**config.mk**
```make
export PLATFORM = sky130hd
export DESIGN_NAME = mem_port_arbiter
export DESIGN_NICKNAME = d
export VERILOG_FILES = /design/src/rtl/mem_arb_pkg.sv /design/src/rtl/mem_port_arbiter_rr_arb2.sv /design/src/rtl/mem_port_arbiter.sv
export SDC_FILE = /design/constraint.sdc
export NUM_CORES = 1
export LEC_CHECK = 0
export BUFFER_PORTS_ARGS = -buffer_cell sky130_fd_sc_hd__buf_2
export CORE_AREA = 2 2 128 130
export DETAILED_ROUTE_END_ITERATION = 12
export DIE_AREA = 0 0 130 132
export GPL_TIMING_DRIVEN = 0
export PLACE_DENSITY_LB_ADDON = 0.25
export SLEW_MARGIN = 20
export SYNTH_ARGS = -nofsm -noshare
export SYNTH_HDL_FRONTEND = slang
export SYNTH_SLANG_ARGS = --single-unit
export TNS_END_PERCENT = 1
```
**constraint.sdc**
```tcl
create_clock -name clk -period 2.35 [get_ports clk]
set_input_delay 0.235 -clock clk [delete_from_list [all_inputs] [get_ports clk]]
set_output_delay 0.235 -clock clk [all_outputs]
set_load 0.1 [all_outputs]
```
**src/rtl/mem_arb_pkg.sv**
```systemverilog
// Shared constants for the two-port data-memory arbiter.
package mem_arb_pkg;

  localparam int WORD_W = 32;

  localparam int PORT0 = 0;
  localparam int PORT1 = 1;

  // Word accesses only: any set bit under this mask marks a misaligned address.
  localparam logic [WORD_W-1:0] ALIGN_MASK = 32'h0000_0003;

  function automatic logic is_aligned(input logic [WORD_W-1:0] addr);
    return (addr & ALIGN_MASK) == '0;
  endfunction

endpackage

```
**src/rtl/mem_port_arbiter_rr_arb2.sv**
```systemverilog
// Two-requester grant logic: round-robin on contention, or port 0 always
// wins when PRIO_FIXED is set. Grants are combinational and forced low in reset.
module rr_arb2
  import mem_arb_pkg::*;
#(
  parameter int PRIO_FIXED = 0
) (
  input  logic clk,
  input  logic reset,
  input  logic req0,
  input  logic req1,
  output logic gnt0,
  output logic gnt1
);

  localparam logic LAST_IS_P1 = 1'(PORT1);

  // 1 when port 1 won the most recent accepted transfer.
  logic r_last_grant;
  logic w_gnt0;
  logic w_gnt1;

  // Pick a winner; on contention favour the port that did not win last.
  always_comb begin
    w_gnt0 = 1'b0;
    w_gnt1 = 1'b0;
    if (!reset) begin
      if (req0 && req1) begin
        if ((PRIO_FIXED != 0) || (r_last_grant == LAST_IS_P1)) begin
          w_gnt0 = 1'b1;
        end else begin
          w_gnt1 = 1'b1;
        end
      end else begin
        w_gnt0 = req0;
        w_gnt1 = req1;
      end
    end
  end

  // Remember the winner only when a transfer actually happens.
  always_ff @(posedge clk) begin
    if (reset) begin
      r_last_grant <= LAST_IS_P1;
    end else if (w_gnt0 || w_gnt1) begin
      r_last_grant <= w_gnt1;
    end
  end

  assign gnt0 = w_gnt0;
  assign gnt1 = w_gnt1;

endmodule

```
**src/rtl/mem_port_arbiter.sv**
```systemverilog
// Two-port front end to a single-ported data memory: arbitrates requests,
// muxes the winner onto the memory bus, returns one-cycle-latency responses
// and keeps saturating per-port accept counters.
module mem_port_arbiter
  import mem_arb_pkg::*;
#(
  parameter int PRIO_FIXED = 0,
  parameter int CNT_W      = 16
) (
  input  logic              clk,
  input  logic              reset,
  input  logic              req0_valid,
  input  logic              req0_write,
  input  logic [WORD_W-1:0] req0_addr,
  input  logic [WORD_W-1:0] req0_wdata,
  input  logic              req1_valid,
  input  logic              req1_write,
  input  logic [WORD_W-1:0] req1_addr,
  input  logic [WORD_W-1:0] req1_wdata,
  output logic              req0_ready,
  output logic              req1_ready,
  output logic              rsp0_valid,
  output logic [WORD_W-1:0] rsp0_rdata,
  output logic              rsp0_err,
  output logic              rsp1_valid,
  output logic [WORD_W-1:0] rsp1_rdata,
  output logic              rsp1_err,
  output logic [WORD_W-1:0] mem_address,
  output logic              mem_writeEnable,
  output logic [WORD_W-1:0] mem_dataIn,
  input  logic [WORD_W-1:0] mem_dataOut,
  output logic [CNT_W-1:0]  grant_cnt0,
  output logic [CNT_W-1:0]  grant_cnt1
);

  logic              w_gnt0;
  logic              w_gnt1;
  logic              w_any;
  logic              w_sel_write;
  logic [WORD_W-1:0] w_sel_addr;
  logic [WORD_W-1:0] w_sel_wdata;
  logic              w_aligned;
  logic [WORD_W-1:0] w_load_data;

  logic              r_rsp0_valid;
  logic [WORD_W-1:0] r_rsp0_rdata;
  logic              r_rsp0_err;
  logic              r_rsp1_valid;
  logic [WORD_W-1:0] r_rsp1_rdata;
  logic              r_rsp1_err;
  logic [CNT_W-1:0]  r_cnt0;
  logic [CNT_W-1:0]  r_cnt1;

  function automatic logic [CNT_W-1:0] sat_inc(input logic [CNT_W-1:0] cnt);
    return (cnt == '1) ? cnt : cnt + 1'b1;
  endfunction

  rr_arb2 #(
    .PRIO_FIXED(PRIO_FIXED)
  ) u_arb (
    .clk  (clk),
    .reset(reset),
    .req0 (req0_valid),
    .req1 (req1_valid),
    .gnt0 (w_gnt0),
    .gnt1 (w_gnt1)
  );

  assign req0_ready = w_gnt0;
  assign req1_ready = w_gnt1;
  assign w_any      = w_gnt0 | w_gnt1;

  // Route the granted request onto the memory bus; idle bus is all zeros.
  always_comb begin
    w_sel_write = 1'b0;
    w_sel_addr  = '0;
    w_sel_wdata = '0;
    if (w_gnt0) begin
      w_sel_write = req0_write;
      w_sel_addr  = req0_addr;
      w_sel_wdata = req0_wdata;
    end else if (w_gnt1) begin
      w_sel_write = req1_write;
      w_sel_addr  = req1_addr;
      w_sel_wdata = req1_wdata;
    end
  end

  assign w_aligned       = is_aligned(w_sel_addr);
  assign mem_address     = w_sel_addr;
  assign mem_dataIn      = w_sel_wdata;
  // Misaligned stores are accepted but must never reach the memory.
  assign mem_writeEnable = w_any && w_sel_write && w_aligned;
  // Only aligned loads return memory contents; stores and errors return 0.
  assign w_load_data     = (w_any && !w_sel_write && w_aligned) ? mem_dataOut : '0;

  // Capture the response of this cycle's accept for presentation next cycle.
  always_ff @(posedge clk) begin
    if (reset) begin
      r_rsp0_valid <= 1'b0;
      r_rsp0_rdata <= '0;
      r_rsp0_err   <= 1'b0;
      r_rsp1_valid <= 1'b0;
      r_rsp1_rdata <= '0;
      r_rsp1_err   <= 1'b0;
    end else begin
      r_rsp0_valid <= w_gnt0;
      r_rsp0_rdata <= w_gnt0 ? w_load_data : '0;
      r_rsp0_err   <= w_gnt0 && !w_aligned;
      r_rsp1_valid <= w_gnt1;
      r_rsp1_rdata <= w_gnt1 ? w_load_data : '0;
      r_rsp1_err   <= w_gnt1 && !w_aligned;
    end
  end

  // Count accepted transfers per port, holding at all-ones.
  always_ff @(posedge clk) begin
    if (reset) begin
      r_cnt0 <= '0;
      r_cnt1 <= '0;
    end else begin
      if (w_gnt0) r_cnt0 <= sat_inc(r_cnt0);
      if (w_gnt1) r_cnt1 <= sat_inc(r_cnt1);
    end
  end

  // A response registered just before reset rises must not leak out while
  // reset is held, so outputs are also masked by reset directly.
  assign rsp0_valid = r_rsp0_valid & ~reset;
  assign rsp0_rdata = reset ? '0 : r_rsp0_rdata;
  assign rsp0_err   = r_rsp0_err & ~reset;
  assign rsp1_valid = r_rsp1_valid & ~reset;
  assign rsp1_rdata = reset ? '0 : r_rsp1_rdata;
  assign rsp1_err   = r_rsp1_err & ~reset;
  assign grant_cnt0 = reset ? '0 : r_cnt0;
  assign grant_cnt1 = reset ? '0 : r_cnt1;

endmodule

```
==> flow_summary.toml, run 1 <==
[power_and_ir_drop]
power_density_nw_per_um2 = 585.5
p_int_mw = 2.882
seqPwrFrac_pct = 38.4
pwr-share-clk_pct = 32.7
p_total_mw = 4.535
swShare_pct = 36.45
leakage_nw = 3.746
p_comb_share_pct = 28.9
worst_ir_drop_vdd_uv = 461.1
p_switching_mw = 1.653

[global_route]
top_usage_layer = "met2"
antenna_found_initial = 11
grt_util_all_layers_pct = 21.30
grtUsageMet3_pct = 8.036
use_met1_pct = 23.64
grt_max_degree = 20
grt_pass1_wl_mm = 27.76
gr-usage-met2_pct = 36.24
grt.overflow.total = 0
grt_pass1_vias = 4984

[timing]
fin_crit_ns = 2.311
maxClockFrequency_ghz = 0.4327
fin_skew_ns = 0.006173
slew-limit-headroom_pct = 32.25
worst_slew_pin_slew_ns = 1.002
finalSetupTns_ns = 0
fin_ws_ns = 0.03895
rsz0062_at_grt = "yes"
holdWs_ns = 0.08471
setup_violations = 0
drv_slew = 0
hold_viol = 0
finalCritPeriodShare_pct = 98.34

[routing]
drc = 0
vias = 5272
dr.pass1.iters = 4
ant_nets = 0
via_per_inst = 4.771
wirelength_mm = 19.59
drtIter0Drc = 258
wl_per_cell_um = 17.72

[logic_synthesis]
syn_nets = 701
syn_area_um2 = 4817
ys_ff_latch = 101
ys_seq_area_share_pct = 41.97
synth_warnings = 0
synth_adder_area_share_pct = 0.5195
synth_top_family_by_area = "simple AND/OR/NAND/NOR gates"
synth-compound-area-share_pct = 16.91
muxShareOfSynthArea_pct = 4.442
yosys.area_share.simple_pct = 31.53
synth_xor_area_share_pct = 0
synth.distinct_cells = 40
syn-mean-instance-area_um2 = 9.038
synth_cells = 533

[worst_setup_path]
critPathRequiredTime_ns = 2.12
reg2reg_from = "r_cnt1[0]$_SDFFE_PP0P_"
critPathTopFamily = "buffers and inverters"
critPathKind = "reg2out"
endpoint_kind = "primary output"
crit_start = "u_arb.r_last_grant$_SDFFE_PP1P_"
worstPathArrival_ns = 2.08
slowest_delay_ns = 0.33
path_cells = "a21bo_2 -> or2_4 -> inv_2 -> buf_6 -> buf_4 -> a22o_1 -> buf_12"
slowest_stage = "dfxtp_1"
rrSetupSlack_ns = 0.10
critPathLaunchType = "register"
crit_fanout = 10
crit_buf_inv = 4

[placement]
io_buffer_count = 331
gp_congestion = 0.9016
pre_cts_ws_ns = -0.7599
dp_hpwl_mm = 15.35

[clock_tree]
cts_tree = "built"
cts-htree-levels = 3
worstSkewPairLatency_ns = 0.35
cts_made_buffers = 9
cts_sinks = 101
cts_hold_buf = 0
clock-root-buffer = "clkbuf_16"
ctsLongestPathBuffers = 2
path_clk_slew_ns = 0.08

[die]
rows = 46
die_h_um = 132
initial_core_util_pct = 30.66
dieArea_um2 = 17160
die_w_um = 130
ios = 333
coreArea_um2 = 15710

[cells_and_area]
area_growth_pct = 60.78
drive_above_1_share_pct = 45.97
nets = 1044

[min_path]
hp-start = "mem_dataOut[16]"
hold_path.class = "in2reg"

[outcome]
status = "completed"

[run]
maxCapViolCount = 0
==> power by group through the flow <==
stage	clock network, mW	logic, mW	registers [mW]
after floorplan	0	0.845	1.78
after global placement	0	1.12	1.78
after detailed placement	0	1.12	1.78
after CTS	1.53	1.26	1.74
after global routing	1.60	1.36	1.74
final	1.48	1.31	1.74
==> cells in the final DEF (no fill, tap or decap), types with 4 or more instances in the layout <==
cell type | Yosys | routed
a211oi_1 | 4 | 4
a21oi_1 | 10 | 9
a22o_1 | 64 | 55
a22o_2 | 0 | 9
and2_1 | 66 | 66
and3_1 | 6 | 6
and4_1 | 5 | 5
buf_12 | 0 | 30
buf_2 | 1 | 268
buf_4 | 0 | 19
buf_6 | 2 | 18
clkbuf_1 | 36 | 23
clkbuf_16 | 0 | 9
clkbuf_2 | 0 | 4
clkbuf_4 | 0 | 11
dfxtp_1 | 101 | 101
diode_2 | 0 | 8
inv_1 | 14 | 13
mux2_2 | 19 | 19
nand2_1 | 9 | 8
nand3_1 | 10 | 10
nand4_1 | 13 | 13
nor2_1 | 28 | 27
nor2b_1 | 90 | 90
nor3_1 | 10 | 10
o21ai_0 | 5 | 5
or4_1 | 4 | 4
==> layer usage <==
layer	wire length [um]	vias up
li1	-	2565
met4	573	0
met2	9379	271
met1	7646	2406
met5	0	-
met3	1984	30
==> logic make-up after synthesis <==
family	after synthesis
adder cells (fa/ha/maj)	2
buffers and inverters	55
AND/OR/NAND/NOR	255
flip-flops	101
AO/OA/AOI/OAI	101
multiplexers	19
==> metrics by stage <==
stage	utilization (%)	std cells	instance area [um2]
finish	49.29	1105	7745
floorplan	-	533	4833
CTS	48.09	1097	7556
global placement	43.02	1080	6760
detailed placement	43.02	1080	6760
global route	49.28	1104	7742
==> path summary, 6_finish.rpt <==
check | cells after the start | to
hold reg to reg | 2 | r_cnt0[15]$_SDFFE_PP0P_
hold / removal | 2 | r_rsp1_rdata[16]$_SDFF_PP0_
setup reg to reg | 4 | r_cnt1[6]$_SDFFE_PP0P_
setup / recovery | 7 | mem_address[18]
==> worst reg2reg max path: stages (launching register included) <==
cell       delay, ns
dfxtp_1         0.40
ha_1            0.34
nor4b_1         0.85
o2111ai_1       0.24
mux2_2          0.32
==> timing repair <==
action,4_1_cts,5_1_grt
pin swaps,1,10
setup buffers,2,0
gates resized for setup,153,52
gates cloned,0,0
setup endpoints to repair,67,88
==> cell usage after synthesis <==
cell | n | share of area, %
or2_2 | 3 | 0.39
o211a_1 | 2 | 0.42
buf_1 | 2 | 0.16
o21ai_0 | 5 | 0.52
and3_1 | 6 | 0.78
or3_1 | 2 | 0.26
o2111ai_1 | 2 | 0.36
inv_1 | 14 | 1.1
a21oi_1 | 10 | 1.0
or4_4 | 1 | 0.23
buf_2 | 1 | 0.10
buf_6 | 2 | 0.47
nand3_1 | 10 | 1.0
nor2_1 | 28 | 2.2
and2_1 | 66 | 8.6
nor4b_1 | 2 | 0.36
a211oi_1 | 4 | 0.62
and3b_1 | 1 | 0.18
a41o_1 | 1 | 0.21
a31oi_1 | 3 | 0.39
nand2b_1 | 1 | 0.13
nor3_1 | 10 | 1.0
nor2b_1 | 90 | 12
nor4_1 | 2 | 0.26
or4_1 | 4 | 0.62
and4_1 | 5 | 0.91
mux2_2 | 19 | 4.4
o31ai_1 | 3 | 0.47
clkbuf_1 | 36 | 2.8
a22o_1 | 64 | 12
o211ai_1 | 2 | 0.31
nand2_1 | 9 | 0.70
a21bo_2 | 1 | 0.21
nand2b_4 | 1 | 0.29
dfxtp_1 | 101 | 42
a311oi_1 | 3 | 0.55
nand4_1 | 13 | 1.7
ha_1 | 2 | 0.52
or4b_1 | 1 | 0.21
a41oi_1 | 1 | 0.18
==> registers in the layout, summed over array words and instances, names as in the netlist <==
signal,cells
r_cnt0,16
r_cnt1,16
r_rsp0_err,1
r_rsp0_rdata,32
r_rsp0_valid,1
r_rsp1_err,1
r_rsp1_rdata,32
r_rsp1_valid,1
u_arb.r_last_grant,1
==> layout make-up <==
cell class / count / area (um2)
flip-flops and latches: 101 / 2022
fillers: 1509 / 7968
plain buffers: 40 / 207.7
multi-input cells: 377 / 2606
clock buffers: 9 / 225.2
diodes: 8 / 20.02
repair buffers: 333 / 2268
clock inverters: 7 / 72.57
well taps: 216 / 270.3
inverters: 14 / 52.55
No activity file was read; power rests on OpenSTA's default activity.
==> inputs of run 2 (changes only) <==
--- a/config.mk
+++ b/config.mk
@@ -6,11 +6,12 @@
 export NUM_CORES = 1
 export LEC_CHECK = 0
 export BUFFER_PORTS_ARGS = -buffer_cell sky130_fd_sc_hd__buf_2
-export CORE_AREA = 2 2 128 130
+export CORE_AREA = 2 2 131 133
 export DETAILED_ROUTE_END_ITERATION = 12
-export DIE_AREA = 0 0 130 132
+export DIE_AREA = 0 0 133 135
 export GPL_TIMING_DRIVEN = 0
 export PLACE_DENSITY_LB_ADDON = 0.25
+export SETUP_SLACK_MARGIN = 0.1
 export SLEW_MARGIN = 20
 export SYNTH_ARGS = -nofsm -noshare
 export SYNTH_HDL_FRONTEND = slang
==> constraint.sdc (replaced) <==
create_clock -name clk -period 2.8 [get_ports clk]
set_input_delay 0.28 -clock clk [delete_from_list [all_inputs] [get_ports clk]]
set_output_delay 0.28 -clock clk [all_outputs]
set_load 0.1 [all_outputs]
==> run 2 against run 1 <==
Highest routed layer unchanged. First-iteration DRC count shrank 22%. Clock power shrank 13%. Largest power group unchanged. Final cell count shrank 0.27%. Utilization shrank 3.6 points. Critical endpoint is now mem_address[16].
==> flow_summary.toml, run 2 (synthesis results as in run 1) <==
[die]
die_w_um = 133
rows = 47
initial_core_util_pct = 29.36
coreArea_um2 = 16410
ios = 333
die_h_um = 135
dieArea_um2 = 17960

[routing]
drc = 0
ant_nets = 0
vias = 5151
via_per_inst = 4.674
drtIter0Drc = 202
dr.pass1.iters = 4
wirelength_mm = 18.79
wl_per_cell_um = 17.05

[timing]
hold_viol = 0
finalCritPeriodShare_pct = 89.72
holdWs_ns = 0.1265
maxClockFrequency_ghz = 0.3981
drv_slew = 0
fin_ws_ns = 0.2878
fin_skew_ns = 0.008567
fin_crit_ns = 2.512
slew-limit-headroom_pct = 32.38
setup_violations = 0
worst_slew_pin_slew_ns = 1.000
rsz0062_at_grt = "no"

[power_and_ir_drop]
leakage_nw = 3.714
worst_ir_drop_vdd_uv = 365.4
power_density_nw_per_um2 = 506.7

[worst_setup_path]
slowest_delay_ns = 0.36
slowest_stage = "or2_2"
endpoint_kind = "primary output"
critPathLaunchType = "register"
critPathTopFamily = "buffers and inverters"
endpoint = "mem_address[16]"
reg2reg_from = "u_arb.r_last_grant$_SDFFE_PP1P_"
critPathRequiredTime_ns = 2.52
worstPathArrival_ns = 2.23
rrSetupSlack_ns = 0.64
r2r-end = "r_rsp0_rdata[22]$_SDFF_PP0_"
crit_fanout = 10
worstSetupPathDepth = 7
crit_start = "u_arb.r_last_grant$_SDFFE_PP1P_"
crit_buf_inv = 4
path_cells = "a21bo_2 -> or2_2 -> inv_2 -> buf_4 -> clkbuf_8 -> a22o_1 -> buf_6"
r2r_cells = 5
critPathKind = "reg2out"

[clock_tree]
cts_made_buffers = 9
clock-root-buffer = "clkbuf_16"
ctsLongestPathBuffers = 2
worstSkewPairLatency_ns = 0.36
cts_tree = "built"
path_clk_slew_ns = 0.08
cts-htree-levels = 3
cts_sinks = 101

[placement]
gp_congestion = 0.8109
place_inst = 1084
pre_cts_ws_ns = -0.6178
dp_hpwl_mm = 14.77
io_buffer_count = 331

[global_route]
grt_pass1_vias = 4982
grt_pass1_wl_mm = 27.37
antenna_found_initial = 1
grt_util_all_layers_pct = 19.69
grt.overflow.total = 0
grt_max_degree = 22

[cells_and_area]
layout_commonest_cell = "buf_2"
stdcell_count = 1102
drive_above_1_share_pct = 45.63
area_growth_pct = 55.56
largest_registers = "r_rsp0_rdata x32, r_rsp1_rdata x32"
nets = 1044
layout_common_cells = "273 x buf_2, 101 x dfxtp_1, 90 x nor2b_1"
final.fill_count = 1641

[min_path]
hold_path.class = "in2reg"

[run]
maxCapViolCount = 0

[outcome]
status = "completed"
[run 2: how the worst min path moves through the flow]
stage | from | to | slack, ns | cells past startpoint
after detailed placement | mem_dataOut[23] | r_rsp1_rdata[23]$_SDFF_PP0_ | 0.49 | 2
after global routing | mem_dataOut[9] | r_rsp0_rdata[9]$_SDFF_PP0_ | 0.12 | 2
final | mem_dataOut[20] | r_rsp0_rdata[20]$_SDFF_PP0_ | 0.13 | 2
after global placement | mem_dataOut[24] | r_rsp0_rdata[24]$_SDFF_PP0_ | 0.49 | 2
after CTS | mem_dataOut[20] | r_rsp0_rdata[20]$_SDFF_PP0_ | 0.11 | 2
after floorplan | mem_dataOut[0] | r_rsp0_rdata[0]$_SDFF_PP0_ | 0.40 | 1
[run 2: worst register-to-register path, delay by kind of cell, from the launching register on]
kind                   cells  cell delay (ns)
buffers and inverters      2             0.63
and+or+nand+nor            3             1.11
DFF                        1             0.37
[run 2: area by class of cell]
type | instances | area, um2 | share of cell area, %
well taps | 220 | 275.3 | 3.673
clock inverters | 7 | 86.33 | 1.152
diodes | 1 | 2.502 | 0.03339
repair buffers | 333 | 1978 | 26.40
plain buffers | 40 | 202.7 | 2.705
multi-input cells | 377 | 2649 | 35.35
flip-flops and latches | 101 | 2022 | 26.98
clock buffers | 9 | 225.2 | 3.006
inverters | 14 | 52.55 | 0.7013
[run 2: repair_timing]
item	4_1_cts	5_1_grt
pin swaps	1	0
resized for setup	113	19
hold buffers	0	0
setup endpoints to repair	66	64
setup buffers	2	0
[run 2: report_power, final]
part / leakage (nW) / switching, mW / internal, mW
clock: 0.151 / 0.649 / 0.646
combinational: 2.75 / 0.755 / 0.286
sequential: 0.816 / 0.00867 / 1.45
[run 2: metal layers]
| layer | vias up | GRT usage, % | part of all wire [%] |
|---|---|---|---|
| li1 | 2554 | - | - |
| met1 | 2337 | 23.16 | 41 |
| met2 | 234 | 32.15 | 47 |
| met3 | 26 | 7.958 | 9.8 |
| met4 | 0 | 7.766 | 2.5 |
| met5 | - | 0 | 0 |
[run 2: through the flow]
| step | total power [mW] | utilization (%) | TNS (ns) | area, um2 |
|---|---|---|---|---|
| 2_1_floorplan | 2.199 | - | 0 | 4821 |
| 4_1_cts | 3.824 | 45.32 | 0 | 7436 |
| 5_1_grt | 3.932 | 45.67 | 0 | 7493 |
| 3_5_place_dp | 2.442 | 41.16 | -14.53 | 6753 |
| 6_report | 3.797 | 45.67 | 0 | 7493 |
| 3_3_place_gp | 2.440 | 41.16 | -15.69 | 6753 |
